==> config.mk <==
export PLATFORM = sky130hd
export DESIGN_NAME = alu_cmd_sequencer
export DESIGN_NICKNAME = d
export VERILOG_FILES = /design/src/rtl/alu_cmd_sequencer.sv
export SDC_FILE = /design/constraint.sdc
export NUM_CORES = 1
export LEC_CHECK = 0
export BUFFER_PORTS_ARGS = -buffer_cell sky130_fd_sc_hd__buf_4
export CORE_MARGIN = 1
export CORE_UTILIZATION = 40
export DETAILED_ROUTE_END_ITERATION = 10
export PLACE_DENSITY = 0.72
export RECOVER_POWER = 50
export SYNTH_ARGS = -nofsm -noshare
export SYNTH_HDL_FRONTEND = slang
export SYNTH_SLANG_ARGS = --single-unit
==> constraint.sdc <==
create_clock -name clk -period 1.8 [get_ports clk]
set_input_delay 0.27 -clock clk [delete_from_list [all_inputs] [get_ports clk]]
set_output_delay 0.27 -clock clk [all_outputs]
set_load 0.02 [all_outputs]
==> src/rtl/alu_cmd_sequencer.sv <==
// Command sequencer in front of the combinational ALU slices: it registers one
// command, captures the slice result one cycle later and holds it until it is taken.
module alu_cmd_sequencer #(
  parameter int W = 32
) (
  input  logic         clk,
  input  logic         rst,
  input  logic         cmd_valid,
  output logic         cmd_ready,
  input  logic [1:0]   cmd_op,
  input  logic [W-1:0] cmd_a,
  input  logic [W-1:0] cmd_b,
  output logic [W-1:0] alu_a,
  output logic [W-1:0] alu_b,
  output logic [1:0]   alu_sel,
  input  logic [W-1:0] alu_s,
  input  logic         alu_eq,
  input  logic         alu_cary,
  input  logic         alu_of,
  output logic         rsp_valid,
  input  logic         rsp_ready,
  output logic [W-1:0] rsp_s,
  output logic         rsp_eq,
  output logic         rsp_cary,
  output logic         rsp_of,
  output logic [15:0]  op_count
);

  typedef enum logic [1:0] {
    IDLE  = 2'd0,
    ISSUE = 2'd1,
    RESP  = 2'd2
  } state_t;

  state_t         state_q;
  logic           idle_q;
  logic           rsp_valid_q;
  logic [W-1:0]   alu_a_q;
  logic [W-1:0]   alu_b_q;
  logic [1:0]     alu_sel_q;
  logic [W-1:0]   rsp_s_q;
  logic           rsp_eq_q;
  logic           rsp_cary_q;
  logic           rsp_of_q;
  logic [15:0]    op_count_q;
  logic [15:0]    op_count_d;
  logic           arith_op;

  // Carry and overflow are only meaningful for ADD/SUB; logic slices may float them.
  assign arith_op   = alu_sel_q[1];
  assign op_count_d = op_count_q + 16'd1;

  always_ff @(posedge clk) begin
    if (rst) begin
      state_q     <= IDLE;
      idle_q      <= 1'b1;
      rsp_valid_q <= 1'b0;
      alu_a_q     <= '0;
      alu_b_q     <= '0;
      alu_sel_q   <= 2'b00;
      rsp_s_q     <= '0;
      rsp_eq_q    <= 1'b0;
      rsp_cary_q  <= 1'b0;
      rsp_of_q    <= 1'b0;
      op_count_q  <= 16'd0;
    end else begin
      case (state_q)
        IDLE: begin
          if (cmd_valid) begin
            alu_a_q   <= cmd_a;
            alu_b_q   <= cmd_b;
            alu_sel_q <= cmd_op;
            idle_q    <= 1'b0;
            state_q   <= ISSUE;
          end
        end
        ISSUE: begin
          rsp_s_q     <= alu_s;
          rsp_eq_q    <= alu_eq;
          rsp_cary_q  <= arith_op ? alu_cary : 1'b0;
          rsp_of_q    <= arith_op ? alu_of   : 1'b0;
          rsp_valid_q <= 1'b1;
          state_q     <= RESP;
        end
        RESP: begin
          if (rsp_ready) begin
            rsp_valid_q <= 1'b0;
            idle_q      <= 1'b1;
            op_count_q  <= op_count_d;
            state_q     <= IDLE;
          end
        end
        default: begin
          rsp_valid_q <= 1'b0;
          idle_q      <= 1'b1;
          state_q     <= IDLE;
        end
      endcase
    end
  end

  // Held low for the whole reset window, not just from the first reset edge.
  assign cmd_ready = idle_q & ~rst;
  assign rsp_valid = rsp_valid_q;
  assign alu_a     = alu_a_q;
  assign alu_b     = alu_b_q;
  assign alu_sel   = alu_sel_q;
  assign rsp_s     = rsp_s_q;
  assign rsp_eq    = rsp_eq_q;
  assign rsp_cary  = rsp_cary_q;
  assign rsp_of    = rsp_of_q;
  assign op_count  = op_count_q;

endmodule

==> out/summary.txt, run 1 <==
Die W - 106 um
EDFF count, synth - 0
cell count after placement - 881
Initial Utilization - 0.415
leakage power - 2.88 nW
Post-DRT Antenna Nets - 0
yosys warns - 0
DPL Wire Length - 8730 um
worst reg2reg path endpoint - op_count[15]
CP arrival - 2.17 ns
Async S/R FF share, synth - 0
GRT Overall Usage - 0.254
synthesized area per cell - 7.99 sq um
power density over the cells - 1020 mW/mm^2
FF-to-FF Start - op_count[12]
post-synth top area share - 0.561
hold path startpoint - cmd_b[31]
Hold Path Sink - alu_b[31]
Setup CP Type - reg2reg
worst r2r path cells - 4
fin area - 0.00713 sq mm
layout cells sized above 1 - 0.210
Area after DPL - 0.00621 sq mm
Worst Skew - 0.00881 ns
H-tree level count - 4
Layout Cells excl Fill - 985
wire length per cell - 14.5 um
final period utilization - 0.960
most common cell in the netlist - nand2_1
Root Driver - clkbuf_8
final hold vios - 0
Util after Layout - 0.685
clock sink count - 121
final WL - 14200 um
Die Footprint - 0.0112 sq mm
Synth cell types - 32
Die Ht - 106 um
HP Class - in2reg
Clk pin slew, worst setup/hold paths - 0.06 ns
Synth Cell Area - 0.00432 sq mm
vias in the first global route - 4812
synth top area cells - dfxtp_1, nand2_1, a21oi_1
crit path launch type - flip-flop
Post-Syn Instances - 541
max cap viols - 0
area leader, netlist - dfxtp_1
min Tclk post-route - 1.73 ns
PortBufs - 223
initial antenna violation count - 0
largest net degree at the start of global routing - 66
Setup TNS - 0 ns
drt pass-1 iters - 5
status - complete, no violations
worst hold stages - 3
core box area - 0.0104 sq mm
Worst slew margin - 0.527
area delta synth->final - 65.1%
# diodes - 0
final setup fails - 0
CP Max Fanout - 4
Seq/Total Area, Yosys - 0.561
WP data required - 2.24 ns
Cell Rows - 37
Synth Register Bits - 121
RSZ-0062 raised after global routing - false
clk_lat worst skew - 0.52 ns
DRC viols - 0
routability cong. - 0.819
Least-Margin Pin Slew - 0.709 ns
Fmax - 579 MHz
routed via count - 4812
Min Hold Slack - 0.0171 ns
Top FF cell, synth - dfxtp_1
# nets final - 942
Setup crit end kind - flip-flop
post-CTS setup buffer count - 0
CTS tree - yes
IO Pins - 224
first-pass GRT wire length - 22500 um
GRT overflow - 0
initial drt markers - 299
maximum root-to-sink buffer count - 2
TritonCTS buffer count - 17
synth cell count leaders - nand2_1, dfxtp_1, a21oi_1, clkbuf_1, nor2_1
via/cell ratio - 4.89
Peak VDD IR - 0.531 mV
r2r setup slk - 0.07 ns
pins over their slew limit - 0
post-synth net total - 647
## final cells by class
cell class	instances	area (sq um)
well taps	136	170
fillers	865	3280
clock inverters	13	170
repair buffers	313	2160
multi-input cells	379	1760
flip-flops and latches	121	2430
inverters	4	15.0
clock buffers	19	432
## registers in the layout, summed over array words and instances (netlist names)
register,count
alu_a,32
alu_b,32
alu_sel,2
idle_q,1
op_count,16
rsp_cary,1
rsp_eq,1
rsp_of,1
rsp_s,32
rsp_valid,1
state_q,2
## how the worst max path moves through the flow
stage | start | end | slack, ns
after detailed placement | op_count[4] | op_count[15] | 0.12
final | op_count[12] | op_count[15] | 0.07
after global routing | op_count[4] | op_count[15] | 0.02
after CTS | op_count[12] | op_count[15] | 0.08
after global placement | op_count[4] | op_count[15] | 0.12
after floorplan | op_count[7] | op_count[15] | 0.01
## repair_timing
action                                  CTS  global route
hold endpoints to repair                 72             0
hold buffers                             72             0
endpoints found under the setup margin    0             2
gates resized for setup                   0             1
## metal layers
| layer | up-vias | GRT usage | wire length [um] |
|---|---|---|---|
| li1 | 2353 | - | - |
| met1 | 2202 | 0.273 | 5630 |
| met2 | 224 | 0.461 | 7140 |
| met3 | 33 | 0.0754 | 1090 |
| met4 | 0 | 0.108 | 383 |
| met5 | - | 0 | 0 |
## logic make-up (layout without fill, tap and decap cells)
| family | after synthesis | in the layout | share of synthesized area |
|---|---|---|---|
| muxes | 1 | 1 | 0.00232 |
| buffers and inverters | 41 | 349 | 0.0356 |
| DFF | 121 | 121 | 0.561 |
| AOI/OAI and AO/OA | 111 | 111 | 0.131 |
| xor gates and xnor gates | 11 | 11 | 0.0223 |
| adders and majority gates | 1 | 1 | 0.00290 |
| and+or+nand+nor | 255 | 255 | 0.246 |
## metrics by stage
| step | total power [W] | worst slack, ns |
|---|---|---|
| 2_1_floorplan | 0.00340 | 0.0147 |
| 3_3_place_gp | 0.00387 | 0.121 |
| 3_5_place_dp | 0.00389 | 0.115 |
| 4_1_cts | 0.00743 | 0.0835 |
| 5_1_grt | 0.00755 | 0.0166 |
| 6_report | 0.00728 | 0.0721 |
## layout by cell type (no fill, tap or decap), types with 4 or more instances in the layout
cell,n
xnor2_1,6
clkbuf_16,16
a21oi_1,106
clkbuf_1,108
xor2_1,5
nand3_1,6
dlygate4sd3_1,72
dfxtp_1,117
inv_1,4
buf_4,130
nand2_1,204
nor2_1,18
clkinv_4,4
dfxtp_2,4
## report_power, final
group | internal [W] | total [W] | switching (W)
sequential | 0.00282 | 0.00290 | 0.0000768
clock | 0.00216 | 0.00341 | 0.00125
combinational | 0.000423 | 0.000973 | 0.000550
total | 0.00540 | 0.00728 | 0.00188
## critical path: stages, from the launching register on
cell and delay, ns:
dfxtp_1 0.38, nand4_1 0.20, or4_4 0.47, or4_1 0.47, a21oi_1 0.14
No activity file was read; power rests on OpenSTA's default activity.
==> run 2, diff against run 1 <==
--- a/config.mk
+++ b/config.mk
@@ -7,9 +7,9 @@
 export LEC_CHECK = 0
 export BUFFER_PORTS_ARGS = -buffer_cell sky130_fd_sc_hd__buf_4
 export CORE_MARGIN = 1
-export CORE_UTILIZATION = 40
+export CORE_UTILIZATION = 48
 export DETAILED_ROUTE_END_ITERATION = 10
-export PLACE_DENSITY = 0.72
+export PLACE_DENSITY = 0.95
 export RECOVER_POWER = 50
 export SYNTH_ARGS = -nofsm -noshare
 export SYNTH_HDL_FRONTEND = slang
==> constraint.sdc (replaced) <==
create_clock -name clk -period 2 [get_ports clk]
set_input_delay 0.3 -clock clk [delete_from_list [all_inputs] [get_ports clk]]
set_output_delay 0.3 -clock clk [all_outputs]
set_load 0.02 [all_outputs]
==> run 2 against run 1 <==
Core utilization is 3.5 points higher. Setup slack better by 0.057 ns. Critical path depth stayed put. Clock power is 11% lower.
==> out/summary.txt, run 2 (synthesized netlist as in run 1, its figures left out) <==
status - complete, no violations
CTS resizes - 0
Clock Power Share - 0.476
WP data required - 2.43 ns
most frequent standard cell in the layout excluding fill and tap cells - nand2_1
Clk pin slew, worst setup/hold paths - 0.06 ns
Die Ht - 96.9 um
cell count after placement - 845
CP arrival - 2.30 ns
Root Driver - clkbuf_8
drt pass-1 iters - 5
area delta synth->final - 45.4%
H-tree level count - 4
commonest non-fill, non-tap cells in the layout - nand2_1, buf_4, dfxtp_1, a21oi_1, clkbuf_1
power share of the combinational group - 0.115
hold path startpoint - cmd_b[26]
routed via count - 4512
fin area - 0.00628 sq mm
core box area - 0.00872 sq mm
final hold vios - 0
initial antenna violation count - 0
FILL cells - 709
vias in the first global route - 4385
max cap viols - 0
TritonCTS buffer count - 17
Worst slew margin - 0.524
Least-Margin Pin Slew - 0.714 ns
layout cells sized above 1 - 0.216
first-pass GRT wire length - 20400 um
maximum root-to-sink buffer count - 2
PortBufs - 223
switching power - 0.00163 W
CTS tree - yes
GRT overflow - 0
sequential power share - 0.409
Area after DPL - 0.00608 sq mm
GRT Overall Usage - 0.267
FF-to-FF Start - op_count[4]
r2r setup slk - 0.13 ns
largest net degree at the start of global routing - 78
# diodes - 0
DRC viols - 0
Worst Skew - 0.00800 ns
Hold Path Sink - alu_b[26]
Setup CP Type - reg2reg
final period utilization - 0.935
via/cell ratio - 5.14
worst r2r path cells - 4
crit path launch type - flip-flop
Peak VDD IR - 0.535 mV
clock sink count - 121
clk_lat worst skew - 0.49 ns
final setup fails - 0
# nets final - 862
routability cong. - 0.892
Reg area - 0.00242 sq mm
Cell Rows - 34
min Tclk post-route - 1.87 ns
Fmax - 535 MHz
DPL Wire Length - 8940 um
Crit. Startpoint - op_count[4]
post-CTS setup buffer count - 0
multi-input logic area - 0.00175 sq mm
worst hold stages - 3
Setup TNS - 0 ns
Die Footprint - 0.00938 sq mm
Die W - 96.9 um
Initial Utilization - 0.495
pins over their slew limit - 0
Post-DRT Antenna Nets - 0
power density over the cells - 1020 mW/mm^2
wire length per cell - 14.6 um
Switching Share - 0.255
CP Max Fanout - 8
RSZ-0062 raised after global routing - false
final WL - 12800 um
Power Internal - 0.00475 W
leakage power - 2.53 nW
Layout Cells excl Fill - 877
initial drt markers - 189
Min Hold Slack - 0.0521 ns
IO Pins - 224
CTS Hold Buffers Added - 0
Setup crit end kind - flip-flop
worst reg2reg path endpoint - op_count[15]
HP Class - in2reg
[run 2: layout make-up]
class                   instances  area share
multi-input cells             379       0.278
flip-flops and latches        121       0.386
clock inverters                14      0.0277
inverters                       4     0.00239
repair buffers                233       0.216
clock buffers                  18      0.0681
well taps                     108      0.0215
[run 2: routing by layer]
metal,global-route usage,routed length (um)
met3,0.0867,1010
met4,0.119,259
met2,0.485,6710
met5,0,0
met1,0.279,4790
[run 2: power groups by stage]
stage          Clock (W)  Combinational (W)  Sequential, W
6_report         0.00304           0.000732        0.00261
5_1_grt          0.00320           0.000795        0.00262
4_1_cts          0.00309           0.000831        0.00261
3_5_place_dp           0           0.000827        0.00266
3_3_place_gp           0           0.000801        0.00265
2_1_floorplan          0           0.000262        0.00280
[run 2: worst max-delay path: stages (launching register included)]
cell and delay, ns:
dfxtp_1 0.45, nand4_4 0.19, or4_4 0.56, or4_1 0.47, a21oi_1 0.14
[run 2: worst max path at each step]
| stage | end | slack, ns |
|---|---|---|
| floorplan | op_count[15] | 0.09 |
| global placement | op_count[15] | 0.19 |
| detailed placement | op_count[15] | 0.16 |
| CTS | op_count[15] | 0.14 |
| global route | op_count[15] | 0.06 |
| finish | op_count[15] | 0.13 |
[run 2: metrics by stage]
stage / util / total power, W / setup WS, ns
floorplan: - / 0.00306 / 0.0905
global placement: 0.698 / 0.00345 / 0.194
detailed placement: 0.698 / 0.00349 / 0.159
CTS: 0.767 / 0.00653 / 0.135
global route: 0.720 / 0.00662 / 0.0599
finish: 0.720 / 0.00638 / 0.129
